===== src/rtl/fetch_pkg.sv =====
// Shared types and constants for the instruction fetch unit.
package fetch_pkg;

  typedef enum logic [1:0] {
    FETCH = 2'd0,
    HOLD  = 2'd1,
    FLUSH = 2'd2
  } fetch_state_t;

  localparam int unsigned PC_INCR    = 4;
  localparam int unsigned R15_OFFSET = 8;

endpackage


===== src/rtl/pc_next.sv =====
// Next-pc select: aligned branch target, sequential increment, or hold.
module pc_next
  import fetch_pkg::*;
#(
  parameter int unsigned N = 32
) (
  input  logic [N-1:0] i_pc,
  input  logic         i_branch_en,
  input  logic [N-1:0] i_branch_target,
  input  logic         i_incr,
  output logic [N-1:0] o_pc_next
);

  always_comb begin
    o_pc_next = i_pc;
    if (i_branch_en) begin
      o_pc_next = {i_branch_target[N-1:2], 2'b00};
    end else if (i_incr) begin
      o_pc_next = i_pc + N'(PC_INCR);
    end
  end

endmodule


===== src/rtl/fetch_unit.sv =====
// Instruction fetch unit: FETCH/HOLD/FLUSH control with branch redirect.
// Defining FETCH_PERF_CNT_EN adds the fetch_count released-instruction counter.
module fetch_unit
  import fetch_pkg::*;
#(
  parameter int unsigned N        = 32,
  parameter logic [N-1:0] RESET_PC = '0
) (
  input  logic         clk,
  input  logic         rst,
  input  logic         stall,
  input  logic         instr_ready,
  input  logic         branch_en,
  input  logic [N-1:0] branch_target,
  output logic         imem_req,
  output logic [N-1:0] imem_addr,
  input  logic         imem_ack,
  input  logic [N-1:0] imem_rdata,
  output logic         instr_valid,
  output logic [N-1:0] instr,
  output logic [N-1:0] pc_out,
  output logic [N-1:0] r15_out
`ifdef FETCH_PERF_CNT_EN
  ,
  output logic [31:0]  fetch_count
`endif
);

  fetch_state_t r_state;
  logic [N-1:0] r_pc;
  logic         r_imem_req;
  logic [N-1:0] r_imem_addr;
  logic         r_instr_valid;
  logic [N-1:0] r_instr;
  logic [N-1:0] r_pc_out;
  logic [N-1:0] w_pc_next;
  logic         w_incr;
  logic         w_release;

  // Only an accepted, non-redirected response advances the pc.
  assign w_incr    = (r_state == FETCH) && r_imem_req && imem_ack && !branch_en;
  assign w_release = (r_state == HOLD) && !branch_en && instr_ready && !stall;

  pc_next #(
    .N(N)
  ) u_pc_next (
    .i_pc           (r_pc),
    .i_branch_en    (branch_en),
    .i_branch_target(branch_target),
    .i_incr         (w_incr),
    .o_pc_next      (w_pc_next)
  );

  always_ff @(posedge clk or negedge rst) begin
    if (!rst) begin
      r_state       <= FETCH;
      r_pc          <= RESET_PC;
      r_imem_req    <= 1'b0;
      r_imem_addr   <= RESET_PC;
      r_instr_valid <= 1'b0;
      r_instr       <= '0;
      r_pc_out      <= RESET_PC;
    end else begin
      r_pc <= w_pc_next;
      case (r_state)
        FETCH: begin
          if (!r_imem_req) begin
            r_imem_req  <= 1'b1;
            r_imem_addr <= w_pc_next;
          end else if (branch_en) begin
            // Without an ack the old request must still complete, so drain it in FLUSH.
            if (imem_ack) r_imem_addr <= w_pc_next;
            else          r_state     <= FLUSH;
          end else if (imem_ack) begin
            r_instr       <= imem_rdata;
            r_pc_out      <= r_pc;
            r_imem_req    <= 1'b0;
            r_instr_valid <= 1'b1;
            r_state       <= HOLD;
          end
        end
        HOLD: begin
          if (branch_en || w_release) begin
            r_instr_valid <= 1'b0;
            r_imem_req    <= 1'b1;
            r_imem_addr   <= w_pc_next;
            r_state       <= FETCH;
          end
        end
        FLUSH: begin
          if (imem_ack) begin
            r_imem_addr <= w_pc_next;
            r_state     <= FETCH;
          end
        end
        default: r_state <= FETCH;
      endcase
    end
  end

`ifdef FETCH_PERF_CNT_EN
  logic [31:0] r_fetch_count;

  always_ff @(posedge clk or negedge rst) begin
    if (!rst) begin
      r_fetch_count <= '0;
    end else if (w_release) begin
      r_fetch_count <= r_fetch_count + 32'd1;
    end
  end

  assign fetch_count = r_fetch_count;
`endif

  assign imem_req    = r_imem_req;
  assign imem_addr   = r_imem_addr;
  assign instr_valid = r_instr_valid;
  assign instr       = r_instr;
  assign pc_out      = r_pc_out;
  assign r15_out     = r_pc_out + N'(R15_OFFSET);

endmodule

===== config.mk =====
export PLATFORM = sky130hd
export DESIGN_NAME = fetch_unit
export DESIGN_NICKNAME = d
export VERILOG_FILES = /design/src/rtl/fetch_pkg.sv /design/src/rtl/pc_next.sv /design/src/rtl/fetch_unit.sv
export SDC_FILE = /design/constraint.sdc
export NUM_CORES = 1
export LEC_CHECK = 0
export CORE_ASPECT_RATIO = 0.9
export CORE_MARGIN = 8
export CORE_UTILIZATION = 51
export DETAILED_ROUTE_END_ITERATION = 6
export PLACE_DENSITY = 0.85
export SLEW_MARGIN = 10
export SYNTH_ARGS = -nofsm -noshare
export SYNTH_HDL_FRONTEND = slang
export SYNTH_HIERARCHICAL = 1
export SYNTH_SLANG_ARGS = --single-unit

===== constraint.sdc =====
create_clock -name clk -period 8.15 [get_ports clk]
set_clock_uncertainty 0.1 [all_clocks]
set_input_delay 1.2225 -clock clk [delete_from_list [all_inputs] [get_ports clk]]
set_output_delay 1.2225 -clock clk [all_outputs]
set_load 0.05 [all_outputs]

==> results.yml, run 1 <==
finish:
  multiInputGateArea_sq_um: 3520
  regArea_sq_um: 3300
  final_core_util_pct: 70.0
  nFillCells: 949
  drive_above_1_share_pct: 18.6
  areaGrowthSynthToFinish_pct: 36.7
  nNetsFinal: 870
  final_cells: 980
yosys:
  ys_top_cells_by_count: "132 x dfrtp_1, 95 x mux2_2, 41 x nand2_1"
  synth_area_leaders: "dfrtp_1 47%, mux2_2 15%, o221a_1 4.8%"
  yosysMostFrequentCell: "dfrtp_1"
  ys_ff_latch: 132
  synth.distinct_cells: 53
  yosysWarningCount: 6
  synth_edf_count: 0
  yosysSeqAreaShare_pct: 46.7
  avgSynthCellArea_sq_um: 11.5
  synth-main-ff-cell: "dfrtp_1"
  synth_top_area_share_pct: 46.7
  syn_area_sq_um: 7070
  synth_nets: 693
  yosysTopAreaCell: "dfrtp_1"
  synthCells: 617
  async_reset_ff_share_pct: 100
setup_path:
  cp_data_arrival_time_ns: 6.16
  worst-path-max-fanout: 66
  critPathKind: "input port to register"
  end_kind: "register"
  cp.required_ns: 8.40
  cp-start-kind: "input port"
outcome:
  status: "finished, final reports clean"
clock_tree:
  cts_resized: 0
  cts_buffers: 17
  clock_latency_ns: 0.42
  clockBufferDepth: 2
  htree_levels: 4
  cts_tree: "yes"
  hold_buffers: 0
  clkTransAtPathRegs_ns: 0.06
  cts_sinks: 132
  postCtsSetupRepairBufs: 0
  cts_root_buf: "clkbuf_16"
pwr:
  finalPower_mw: 4.77
  powerDensity_nw_per_um2: 493
  p_leak_nw: 3.77
  peakVddDrop_uv: 290
global_routing:
  grt_max_degree: 68
  grt_pass1_vias: 5928
  grt_pass1_wl_microns: 31900
  grt_overflow: 0
  antenna_found_initial: 1
  track_usage_pct: 22.5
timing:
  period_share_pct: 72.4
  slew_violations: 0
  fmax_mhz: 169
  fin_ws_ns: 2.25
  tns_ns: 0
  finalSetupViolations: 0
  layout_min_cycle_time_ns: 5.90
  grt_setup_unrepaired: "no"
  hold_viol: 0
  worst_slew_pin_slew_ns: 1.09
  relSlewSlack_pct: 27.1
min_path:
  hp-class: "register to register"
placement:
  dp_slack_ns: 1.91
  dp_hpwl_microns: 14600
  place_congestion: 0.865
  place_inst: 947
  portBuffers: 197
drt:
  postRouteAntennaNets: 0
  drt_iter0_drc: 413
  first_pass_iters: 6
  dr_total_vias: 5957
  wirelength_microns: 20300
  detail_route.wl_per_cell_microns: 20.7
  vias_per_cell: 6.08
  drc: 0
floorplan:
  die-area_sq_um: 17900
  initial_core_util_pct: 51.2
  coreArea_sq_um: 13800
  die_x_microns: 140
  fp.dieH_microns: 128
  pin_count: 200
  num_rows: 41
run:
  cap_violations: 0
## sequential cells by signal, indices dropped and copies added (netlist names)
signal and cells:
pc_out 32, r_state 2, imem_req 1, r_pc 32, imem_addr 32, instr 32
instr_valid 1
## placed cells by master (no fill, tap or decap), types with 4 or more instances in the layout
master / instances
and3_1: 7
o21ai_0: 17
nor2_1: 19
a31oi_1: 12
nand4_1: 15
a221o_1: 31
inv_1: 11
nand2_1: 41
or4_1: 15
clkdlybuf4s50_1: 195
clkinvlp_4: 5
xnor2_1: 30
and4_1: 5
nor2b_1: 6
nor4_1: 4
mux2_2: 95
o31ai_1: 12
buf_4: 6
ha_1: 6
clkbuf_16: 17
o211ai_1: 6
dfrtp_1: 132
xor2_1: 9
o221a_1: 30
nand3_1: 27
## worst paths after layout
path                       startpoint       endpoint  slack, ns  depth (start not counted)
max                         branch_en  imem_addr[22]       2.25                         12
min                           r_pc[0]      pc_out[0]       0.40                          1
max reg2reg                r_state[0]  imem_addr[22]       2.91                         12
min reg2reg                   r_pc[0]      pc_out[0]       0.40                          1
max in group asynchronous         rst     pc_out[18]       5.97                          2
min in group asynchronous         rst      pc_out[1]       0.71                          1
## power by group
| part | leakage, nW | switching, mW | total (mW) | internal (mW) |
|---|---|---|---|---|
| combinational | 1.94 | 1.77 | 2.84 | 1.08 |
| sequential | 1.56 | 0.268 | 1.19 | 0.926 |
| clock | 0.263 | 0.299 | 0.730 | 0.430 |
## worst max-delay path, cell delays in order
cell and delay (ns):
clkdlybuf4s50_1 0.40, buf_4 0.27, nor2b_1 0.30, nand3_4 0.69, inv_1 0.52, nand4_1 0.51
or3_1 0.69, or4_1 0.52, a31oi_1 0.44, mux2_2 0.25, a221o_1 0.13, o221a_1 0.16
## through the flow
step / cell area, sq um / hold slack (ns)
6_report: 9660 / 0.404
5_1_grt: 9660 / 0.419
4_1_cts: 9660 / 0.405
3_5_place_dp: 9090 / 0.393
3_3_place_gp: 9090 / 0.386
2_1_floorplan: 7070 / 0.373
## final cells by class
class                           instances  share of cell area, %
Multi-Input combinational cell        429                   36.4
Timing Repair Buffer                  203                   20.8
Sequential cell                       132                   34.2
Clock buffer                           19                   4.58
Antenna cell                            1                 0.0259
Inverter                               11                  0.427
Clock inverter                         13                   1.29
Tap cell                              172                   2.23
## kinds of logic (layout without fill, tap and decap cells)
| logic type | after synthesis | after routing | synth area share (%) |
|---|---|---|---|
| compound gates | 121 | 121 | 15.0 |
| xor+xnor | 39 | 39 | 4.83 |
| fa+ha+maj | 6 | 6 | 1.06 |
| buf+inv | 56 | 246 | 3.84 |
| flops | 132 | 132 | 46.7 |
| mux | 97 | 97 | 15.4 |
| other cells | 0 | 1 | 0 |
| simple gates | 166 | 166 | 13.1 |
## per-layer routing
metal / global-route usage, % / vias to the layer above / share of wire, %
li1: - / 2726 / -
met1: 27.1 / 2994 / 40
met2: 37.4 / 213 / 50
met3: 8.04 / 24 / 9.1
met4: 6.63 / 0 / 1.3
met5: 0 / - / 0
No activity file was read; power rests on OpenSTA's default activity.
==> inputs of run 2 (changes only) <==
--- a/config.mk
+++ b/config.mk
@@ -7,9 +7,9 @@
 export LEC_CHECK = 0
 export CORE_ASPECT_RATIO = 0.9
 export CORE_MARGIN = 8
-export CORE_UTILIZATION = 51
+export CORE_UTILIZATION = 49
 export DETAILED_ROUTE_END_ITERATION = 6
-export PLACE_DENSITY = 0.85
+export PLACE_DENSITY = 0.82
 export SLEW_MARGIN = 10
 export SYNTH_ARGS = -nofsm -noshare
 export SYNTH_HDL_FRONTEND = slang
==> constraint.sdc (replaced) <==
create_clock -name clk -period 5.6 [get_ports clk]
set_clock_uncertainty 0.1 [all_clocks]
set_input_delay 0.84 -clock clk [delete_from_list [all_inputs] [get_ports clk]]
set_output_delay 0.84 -clock clk [all_outputs]
set_load 0.05 [all_outputs]
==> run 2 against run 1 <==
Sequential power grew 46%. Via count is 0.86% higher. Die area grew 3.6%. Combinational power rose by 46%. Final area grew 1.7%. Count of clock-buffer cells in the layout is 1 higher. Power up 50%. First-iteration DRC count up 17%. Sequential cell count did not move. Worst hold slack got worse by 0.037 ns.
==> results.yml, run 2 (synthesis gave the netlist of run 1 again) <==
outcome:
  status: "finished, final reports clean"
global_routing:
  antenna_found_initial: 1
  grt_pass1_wl_microns: 32300
  grt_max_degree: 84
  grt_pass1_vias: 6058
  grt_overflow: 0
  track_usage_pct: 22.2
pwr:
  finalPower_mw: 7.17
  peakVddDrop_uv: 426
  p_leak_nw: 3.85
  powerDensity_nw_per_um2: 729
clock_tree:
  postCtsSetupRepairBufs: 0
  htree_levels: 4
  cts_root_buf: "clkbuf_16"
  cts_sinks: 132
  cts_buffers: 17
  cts_resized: 0
  clkTransAtPathRegs_ns: 0.06
  hold_buffers: 0
  clockBufferDepth: 2
  cts_tree: "yes"
  clock_latency_ns: 0.42
timing:
  relSlewSlack_pct: 24.6
  grt_setup_unrepaired: "no"
  fin_ws_ns: 1.32
  hold_viol: 0
  tns_ns: 0
  hold_slack_ns: 0.366
  fmax_mhz: 234
  layout_min_cycle_time_ns: 4.28
  period_share_pct: 76.4
  finalSetupViolations: 0
  slew_violations: 0
  worst_slew_pin_slew_ns: 1.13
placement:
  place_congestion: 0.844
  dp_slack_ns: 1.03
  portBuffers: 197
  dp_hpwl_microns: 14800
  place_inst: 970
drt:
  drc: 0
  dr_total_vias: 6008
  drt_iter0_drc: 485
  postRouteAntennaNets: 0
  first_pass_iters: 5
  detail_route.wl_per_cell_microns: 20.6
  wirelength_microns: 20600
  vias_per_cell: 5.99
floorplan:
  initial_core_util_pct: 50.3
  coreArea_sq_um: 14100
  num_rows: 41
  die-area_sq_um: 18500
  die_x_microns: 143
  fp.dieH_microns: 130
  pin_count: 200
finish:
  regArea_sq_um: 3300
  nNetsFinal: 872
  nFillCells: 1045
  final_cells: 1003
  areaGrowthSynthToFinish_pct: 39.0
  final_cell_mix: "195 x clkdlybuf4s50_1, 132 x dfrtp_1, 95 x mux2_2"
  final_common_cell: "clkdlybuf4s50_1"
  multiInputGateArea_sq_um: 3520
  drive_above_1_share_pct: 18.9
setup_path:
  cp_data_arrival_time_ns: 4.52
  worst-path-max-fanout: 12
  end_kind: "register"
  cp-start-kind: "register"
  critPathKind: "register to register"
  cp.required_ns: 5.85
run:
  cap_violations: 0
min_path:
  hp-class: "input port to async pin"
## run 2: path summary, 6_finish.rpt
| kind | cells after the start | to | from | slack (ns) |
|---|---|---|---|---|
| max reg2reg | 12 | imem_addr[22] | r_state[0] | 1.32 |
| min in group clk | 1 | instr[30] | instr[30] | 0.40 |
| min | 1 | instr[14] | rst | 0.37 |
| max in group asynchronous | 2 | r_pc[21] | rst | 3.89 |
| max | 12 | imem_addr[22] | r_state[0] | 1.32 |
| min reg2reg | 1 | instr[30] | instr[30] | 0.40 |
## run 2: metal layers
metal / global-route usage [%] / share of wire, % / routed length (microns) / up-vias
li1: - / - / - / 2733
met1: 26.8 / 40 / 8290 / 2977
met2: 35.8 / 47 / 9770 / 259
met3: 8.11 / 10 / 2100 / 39
met4: 8.43 / 2.3 / 479 / 0
met5: 0 / 0 / 0 / -
## run 2: worst max-delay path: stages, from the launching register on
cell,delay [ns]
dfrtp_1,0.40
inv_1,0.12
ha_1,0.30
nor2b_1,0.30
nand3_4,0.12
inv_1,0.20
nand4_1,0.44
or3_1,0.67
or4_1,0.51
a31oi_1,0.47
mux2_2,0.26
a221o_1,0.15
o221a_1,0.16
## run 2: power by group
part	internal [mW]	total (mW)	leakage, nW	switching (mW)
registers	1.35	1.74	1.56	0.389
clock network	0.872	1.28	0.337	0.411
logic	1.56	4.15	1.95	2.58
total	3.78	7.17	3.85	3.38
## run 2: layout make-up
type	instances	area share, %
Tap cell	193	2.46
Inverter	11	0.420
Antenna cell	1	0.0255
Clock inverter	12	2.28
Sequential cell	132	33.6
Timing Repair Buffer	205	20.6
Multi-Input combinational cell	429	35.8
Clock buffer	20	4.75
## run 2: stage by stage
| step | utilization, % | instance area, sq um |
|---|---|---|
| 2_1_floorplan | - | 7070 |
| 3_3_place_gp | 65.0 | 9140 |
| 3_5_place_dp | 65.0 | 9140 |
| 4_1_cts | 69.9 | 9830 |
| 5_1_grt | 69.9 | 9830 |
| 6_report | 69.9 | 9830 |
==> inputs of run 3 (changes only) <==
--- a/config.mk
+++ b/config.mk
@@ -7,9 +7,9 @@
 export LEC_CHECK = 0
 export CORE_ASPECT_RATIO = 0.9
 export CORE_MARGIN = 8
-export CORE_UTILIZATION = 49
+export CORE_UTILIZATION = 44
 export DETAILED_ROUTE_END_ITERATION = 6
-export PLACE_DENSITY = 0.82
+export PLACE_DENSITY = 0.78
 export SLEW_MARGIN = 10
 export SYNTH_ARGS = -nofsm -noshare
 export SYNTH_HDL_FRONTEND = slang
==> constraint.sdc (replaced) <==
create_clock -name clk -period 3.6 [get_ports clk]
set_clock_uncertainty 0.1 [all_clocks]
set_input_delay 0.54 -clock clk [delete_from_list [all_inputs] [get_ports clk]]
set_output_delay 0.54 -clock clk [all_outputs]
set_load 0.05 [all_outputs]
==> run 3 against run 2 <==
Clock power up 34%. Die area up 10%. Count of clock-buffer cells in the layout increased by 2. Setup slack got worse by 1.3 ns. Non-clock buffer count up 31. Sequential cell count did not move. Power increased by 52%. Sequential share of layout area decreased by 0.55 points. Cell count grew 4.3%. Worst hold slack worse by 0.27 ns. Critical endpoint is now imem_addr[29].
==> results.yml, run 3 (synthesis gave the netlist of run 1 again) <==
outcome:
  status: "finished, final reports clean"
floorplan:
  pin_count: 200
  die_x_microns: 150
  initial_core_util_pct: 44.4
  fp.dieH_microns: 136
  coreArea_sq_um: 15900
  num_rows: 44
  die-area_sq_um: 20400
pwr:
  p_leak_nw: 3.99
  powerDensity_nw_per_um2: 1090
  p_switching_mw: 5.25
  finalPower_mw: 10.9
  swShare_pct: 48.2
  pwr-share-seq_pct: 24.8
  p_comb_share_pct: 59.5
  peakVddDrop_uv: 724
  p_int_mw: 5.65
  clkPwrFrac_pct: 15.6
finish:
  final_common_cell: "clkdlybuf4s50_1"
  areaGrowthSynthToFinish_pct: 41.3
  final_cells: 1046
  drive_above_1_share_pct: 21.8
  nNetsFinal: 903
  diodes: 0
  final_cell_mix: "191 x clkdlybuf4s50_1, 132 x dfrtp_1, 95 x mux2_2"
setup_path:
  cp_cell_sequence: "inv_1 > ha_1 > nor2b_1 > nand3_4 > inv_1 > buf_4 > and3_1 > nand2_1 > o41ai_1 > a31oi_1 > mux2_2 > a221o_1 > o221a_1"
  cp-start-kind: "register"
  worst-path-max-fanout: 4
  crit_slowest_cell: "o41ai_1"
  critPathMostFrequentCell: "inv_1"
  cpPeakStageDelay_ns: 0.51
  end_kind: "register"
  cp.required_ns: 3.80
  cp_data_arrival_time_ns: 3.74
  critPathKind: "register to register"
clock_tree:
  postCtsSetupRepairBufs: 0
  clkTransAtPathRegs_ns: 0.06
  clock_latency_ns: 0.43
  clockBufferDepth: 2
  cts_resized: 0
  cts_buffers: 17
  cts_root_buf: "clkbuf_16"
  cts_sinks: 132
  htree_levels: 4
  hold_buffers: 0
  cts_tree: "yes"
global_routing:
  grt_max_degree: 66
  grt_pass1_wl_microns: 32800
  grt_pass1_vias: 6150
  antenna_found_initial: 0
  track_usage_pct: 20.5
  grt_overflow: 0
drt:
  wirelength_microns: 21400
  first_pass_iters: 6
  drt_iter0_drc: 722
  vias_per_cell: 5.89
  dr_total_vias: 6158
  drc: 0
  postRouteAntennaNets: 0
  detail_route.wl_per_cell_microns: 20.4
placement:
  place_congestion: 0.934
  place_inst: 1015
  portBuffers: 197
  dp_hpwl_microns: 15300
timing:
  hold_slack_ns: 0.0984
  tns_ns: 0
  relSlewSlack_pct: 44.6
  worst_slew_pin_slew_ns: 0.832
  hold_viol: 0
  slew_violations: 0
  layout_min_cycle_time_ns: 3.54
  period_share_pct: 98.4
  fmax_mhz: 282
  finalSetupViolations: 0
run:
  cap_violations: 0
min_path:
  hp-class: "input port to async pin"
[run 3: cell count changes in the layout (fill, tap and decap cells not counted), moves of 2 or more]
| cell | before | now |
|---|---|---|
| buf_4 | 8 | 40 |
| clkinvlp_4 | 1 | 3 |
| clkinv_2 | 2 | 4 |
| clkinv_4 | 2 | 0 |
| clkdlybuf4s50_1 | 195 | 191 |
| bufinv_16 | 6 | 2 |
| dlymetal6s2s_1 | 0 | 4 |
[run 3: routing by layer]
layer / up-vias / track usage (%) / part of all wire, %
met5: - / 0 / 0
met4: 0 / 8.74 / 2.5
met3: 47 / 5.66 / 9.2
met2: 286 / 32.0 / 47
met1: 3033 / 26.2 / 41
li1: 2792 / - / -
[run 3: per-stage QoR]
stage | setup WS, ns | util, % | instance area [sq um]
floorplan | 0.0573 | - | 7070
global placement | 0.0844 | 59.0 | 9380
detailed placement | 0.0500 | 59.0 | 9380
CTS | 0.0130 | 62.7 | 9970
global route | -0.0206 | 62.8 | 9990
finish | 0.0593 | 62.8 | 9990
[run 3: final cells by class]
cell class	count	area, sq um
Timing Repair Buffer	236	2270
Clock buffer	22	484
Sequential cell	132	3300
Clock inverter	9	103
Inverter	11	41.3
Multi-Input combinational cell	429	3530
Tap cell	207	259
Fill cell	1207	5920
[run 3: worst max-delay path: cells and delay by family (launching register included)]
| family | cells | cell delay (ns) |
|---|---|---|
| flip-flops | 1 | 0.40 |
| buffers and inverters | 3 | 0.37 |
| multiplexers | 1 | 0.34 |
| adder cells (fa/ha/maj) | 1 | 0.18 |
| AO/OA/AOI/OAI | 4 | 1.22 |
| AND/OR/NAND/NOR | 4 | 0.81 |
[run 3: power by group through the flow]
stage / Sequential (mW) / Clock [mW] / Combinational [mW]
after floorplan: 4.48 / 0 / 2.56
after global placement: 2.67 / 0 / 6.41
after detailed placement: 2.72 / 0 / 6.49
after CTS: 2.70 / 1.73 / 6.54
after global routing: 2.80 / 1.79 / 6.78
final: 2.71 / 1.71 / 6.49
[run 3: worst paths after layout]
kind | slack [ns] | start | cells after the start | to
min in group clk | 0.40 | r_pc[1] | 1 | pc_out[1]
worst max-delay path | 0.06 | r_state[0] | 13 | imem_addr[29]
worst min register to register | 0.40 | r_pc[1] | 1 | pc_out[1]
worst max register to register | 0.06 | r_state[0] | 13 | imem_addr[29]
max in group asynchronous | 2.26 | rst | 2 | instr[2]
worst min-delay path | 0.1 | rst | 1 | r_pc[28]
